===== config.mk =====
export PLATFORM = sky130hd
export DESIGN_NAME = sipo_receiver
export DESIGN_NICKNAME = d
export VERILOG_FILES = /design/src/rtl/sipo_receiver.sv
export SDC_FILE = /design/constraint.sdc
export NUM_CORES = 1
export LEC_CHECK = 0
export BUFFER_PORTS_ARGS = -buffer_cell sky130_fd_sc_hd__buf_2
export CELL_PAD_IN_SITES_DETAIL_PLACEMENT = 0
export CELL_PAD_IN_SITES_GLOBAL_PLACEMENT = 1
export CORE_MARGIN = 3
export CORE_UTILIZATION = 44
export CTS_BUF_LIST = sky130_fd_sc_hd__clkbuf_16
export DETAILED_ROUTE_END_ITERATION = 7
export GPL_TIMING_DRIVEN = 0
export PLACE_DENSITY_LB_ADDON = 0.1
export REMOVE_ABC_BUFFERS = 1
export SLEW_MARGIN = 20
export SYNTH_ARGS = -nofsm -noshare
export SYNTH_HDL_FRONTEND = slang
export SYNTH_SLANG_ARGS = --single-unit

===== constraint.sdc =====
create_clock -name clk -period 2.07 [get_ports clk]
set_clock_uncertainty 0.2 [all_clocks]
set_input_delay 0.621 -clock clk [delete_from_list [all_inputs] [get_ports clk]]
set_output_delay 0.621 -clock clk [all_outputs]
set_load 0.005 [all_outputs]

===== src/rtl/sipo_receiver.sv =====
// Serial-in parallel-out receiver: assembles WIDTH-bit words MSB first while frame_n is high.
// Optional even-parity trailer bit when PARITY_CHECK_EN is defined (default build: no parity, parity_err tied low).
//
// state | meaning
// IDLE  | frame_n was low on the last edge; counter cleared, shift register holding
// SHIFT | frame_n was high on the last edge; a word (or parity bit) is being sampled
module sipo_receiver #(
  parameter int WIDTH = 10,
  parameter int CNT_W = 4
) (
  input  logic             clk,
  input  logic             reset,
  input  logic             data_in,
  input  logic             frame_n,
  output logic [WIDTH-1:0] data_out,
  output logic             data_valid,
  output logic             abort,
  output logic             parity_err
);

`ifdef PARITY_CHECK_EN
  localparam int LAST_IDX = WIDTH;
`else
  localparam int LAST_IDX = WIDTH - 1;
`endif
  localparam logic [CNT_W-1:0] CNT_LAST = CNT_W'(LAST_IDX);
  localparam logic [CNT_W-1:0] CNT_ONE  = CNT_W'(1);

  typedef enum logic {
    IDLE  = 1'b0,
    SHIFT = 1'b1
  } state_t;

  state_t           state, state_nxt;
  logic [CNT_W-1:0] cnt, cnt_nxt;
  logic [WIDTH-1:0] shift_reg, shift_nxt;
  logic [WIDTH-1:0] data_out_nxt;
  logic             valid_nxt, abort_nxt, perr_nxt;
  logic             last_bit;

  always_ff @(posedge clk or negedge reset) begin
    if (!reset) begin
      state      <= IDLE;
      cnt        <= '0;
      shift_reg  <= '0;
      data_out   <= '0;
      data_valid <= 1'b0;
      abort      <= 1'b0;
      parity_err <= 1'b0;
    end else begin
      state      <= state_nxt;
      cnt        <= cnt_nxt;
      shift_reg  <= shift_nxt;
      data_out   <= data_out_nxt;
      data_valid <= valid_nxt;
      abort      <= abort_nxt;
      parity_err <= perr_nxt;
    end
  end

  assign last_bit = (cnt == CNT_LAST);

  always_comb begin
    state_nxt    = frame_n ? SHIFT : IDLE;
    cnt_nxt      = cnt;
    shift_nxt    = shift_reg;
    data_out_nxt = data_out;
    valid_nxt    = 1'b0;
    abort_nxt    = 1'b0;
    perr_nxt     = parity_err;

    if (frame_n) begin
      if (last_bit) begin
        cnt_nxt   = '0;
        valid_nxt = 1'b1;
`ifdef PARITY_CHECK_EN
        // the shift register already holds the full word; this edge carries the parity bit
        data_out_nxt = shift_reg;
        perr_nxt     = (^shift_reg) ^ data_in;
`else
        shift_nxt    = {shift_reg[WIDTH-2:0], data_in};
        data_out_nxt = {shift_reg[WIDTH-2:0], data_in};
`endif
      end else begin
        cnt_nxt   = cnt + CNT_ONE;
        shift_nxt = {shift_reg[WIDTH-2:0], data_in};
      end
    end else begin
      cnt_nxt   = '0;
      abort_nxt = (state == SHIFT) && (cnt != '0);
    end

`ifndef PARITY_CHECK_EN
    perr_nxt = 1'b0;
`endif
  end

endmodule

==> run summary <==
Flip-flop and latch area: 651 µm²
Max FO, Critical Path: 16
Max_cap viols: 0
Worst-Skew Late Latency: 0.25 ns
DIE WIDTH: 55.0 µm
Met1 Wirelength: 718 µm
# clock sinks: 26
Hpwl dp: 980 µm
1st-iter DRT viols: 1
Post-synthesis sequential area ratio: 61.6%
R2r startpoint: cnt[2]$_DFF_PN0_
FF+latch count, synth: 26
H-Tree Level Count: 1
Synthesized area: 1060 µm²
CP startpoint kind: input port
Max IR drop VDD: 0.000607 V
Final min period: 1.93 ns
Worst slew margin: 62.0%
Fillers: 201
Global route overflow: 0
Worst setup path class: input port to flip-flop
Area delta synth->final: 14.6%
Fmax: 517 MHz
CP endpoint: data_out[5]$_DFFE_PN0P_
Global-route wire length before repair: 2.37 mm
Synth unique cells: 21
Period utilization: 93.4%
CP required: 2.00 ns
Arr. time, crit path: 1.87 ns
Post-Syn Instances: 68
Adder-Cell Fraction of Synth Area: 0%
FFs w/ async S/R, synth: 100%
RSZ-0062 raised after global routing: false
Post-CTS Hold Buffers: 0
Status: finished clean
Compound-cell area share of the yosys netlist: 2.37%
DR WL met3: 62 µm
Primary FF master, synth: dfrtp_1
Post-synth EDFFs: 0
Via density: 4.89
Clock Path Buffers: 2
Layout cells sized above 1: 48.8%
Initial Utilization: 46.8%
Critical Path Source: frame_n
Die Span Y: 55.0 µm
Post-route ant nets: 0
Stages on worst setup path: 3
Ant diodes: 0
Final hold vios: 0
Crit-path slowest cell: nand4b_2
Overall global routing resource usage: 11.6%
Power per Cell Area: 920 nW/µm²
Final setup viols: 0
P_leak: 0.646 nW
CP Cell Sequence: buf_2 > nand4b_2 > mux2_4
Top layer in use: met4
Multi-input combinational cell area: 367 µm²
Fin worst setup slack: 0.136 ns
First drt pass iteration count: 2
Post-CTS Setup Inserts: 0
Largest family of logic cells by synthesized area: multiplexers
CTS buffer count: 3
Delay-heaviest family, CP: simple AND/OR/NAND/NOR gates
CP endpoint kind: flip-flop
DR WL/cell: 13.6 µm
Register-to-Register Setup Slack: 0.22 ns
Worst Max-Slew Pin Slew: 0.570 ns
Fin nets: 88
Max-slew violations: 0
Power, Total: 1.11 mW
Worst path bufs/invs: 1
DR vias: 538
Min-Delay Path Class: input port to async pin
Pre-CTS setup slack: -0.157 ns
R2r endpoint: data_out[5]$_DFFE_PN0P_
# resized after CTS: 0
Post-synthesis mux area share: 23.5%
Largest net degree at the start of global routing: 27
R2R depth: 3
Average cell area after synthesis: 15.5 µm²
Die area: 3020 µm²
Vias in the first global route: 487
Routability congestion estimate: 0.710
Routed wl met2: 689 µm
Drt total wl: 1.50 mm
Crit-path max cell delay: 0.49 ns
Max reg flops: 10
XOR/XNOR Fraction of Synth Area: 0.829%
Initial antenna violation count: 0
Number of I/O pins: 17
PortBufs: 15
Core area: 2250 µm²
Synth Area in Simple Gates: 7.70%
Clk pin slew, worst setup/hold paths: 0.06 ns
Total DRC errors in the routed layout: 0
CTS tree: done
Total number of yosys warnings: 0
Root Buffer: clkbuf_16
# rows: 17
[cell type report]
| cell class | instances | share of cell area [%] |
|---|---|---|
| Inverter | 2 | 0.620 |
| Sequential cell | 26 | 53.8 |
| Multi-Input combinational cell | 36 | 30.3 |
| Clock buffer | 3 | 6.20 |
| Timing Repair Buffer | 15 | 6.20 |
| Tap cell | 28 | 2.90 |
[metal layers]
| layer | GRT usage (%) | up-vias |
|---|---|---|
| met5 | 0 | - |
| met4 | 6.07 | 0 |
| met3 | 4.02 | 4 |
| met2 | 17.5 | 12 |
| met1 | 14.4 | 264 |
| li1 | - | 258 |
[metrics by stage]
stage / utilization (%) / setup TNS (ns) / hold WS (ns) / instance area, µm² / std cells
2_1_floorplan: - / 0 / 0.125 / 1020 / 64
3_3_place_gp: 50.3 / -1.47 / 0.286 / 1130 / 107
3_5_place_dp: 50.3 / -1.49 / 0.289 / 1130 / 107
4_1_cts: 53.7 / 0 / 0.177 / 1210 / 110
5_1_grt: 53.7 / 0 / 0.196 / 1210 / 110
6_report: 53.7 / 0 / 0.160 / 1210 / 110
[worst reg2reg max path: cells and delay by family (launching register included)]
family | cells | cell delay [ns]
flip-flops | 1 | 0.43
multiplexers | 1 | 0.46
AND/OR/NAND/NOR | 2 | 0.64
[how the worst min path moves through the flow]
| stage | start | endpoint | slack (ns) | cells past startpoint |
|---|---|---|---|---|
| 2_1_floorplan | reset | abort$_DFF_PN0_ | 0.13 | 0 |
| 3_3_place_gp | data_out[0]$_DFFE_PN0P_ | data_out[0]$_DFFE_PN0P_ | 0.29 | 1 |
| 3_5_place_dp | data_out[0]$_DFFE_PN0P_ | data_out[0]$_DFFE_PN0P_ | 0.29 | 1 |
| 4_1_cts | reset | abort$_DFF_PN0_ | 0.18 | 1 |
| 5_1_grt | reset | data_out[9]$_DFFE_PN0P_ | 0.20 | 1 |
| 6_report | reset | abort$_DFF_PN0_ | 0.16 | 1 |
[power by group]
group	switching, mW	total (mW)	internal [mW]
logic	0.0345	0.0954	0.0609
registers	0.0428	0.613	0.571
clock network	0.149	0.404	0.255
total	0.226	1.11	0.886
[cells in the final DEF, fill, tap and decap left out]
cell	n
and3b_2	1
nor2b_1	3
o21a_1	1
nor3_1	1
xnor2_1	1
mux2_4	9
o21ai_0	2
and2_1	1
nor4_1	1
nor3b_1	1
clkbuf_16	3
nand4b_2	1
dfrtp_1	26
nor2b_2	1
conb_1	1
nand2_1	1
mux2_2	10
buf_2	15
a21boi_0	1
inv_1	2
[Yosys cell counts, types with 2 or more instances]
| cell type | n | area, µm² |
|---|---|---|
| buf_4 | 2 | 15.0 |
| dfrtp_1 | 26 | 651 |
| inv_1 | 2 | 7.51 |
| mux2_2 | 10 | 113 |
| mux2_4 | 9 | 135 |
| nor2b_1 | 3 | 18.8 |
| o21ai_0 | 2 | 10.0 |
[cell families after synthesis]
group | after synthesis
flip-flops | 26
AND/OR/NAND/NOR | 11
other | 1
AO/OA/AOI/OAI | 4
buffers and inverters | 6
XOR/XNOR | 1
multiplexers | 19
(Power assumes the default switching activity.)
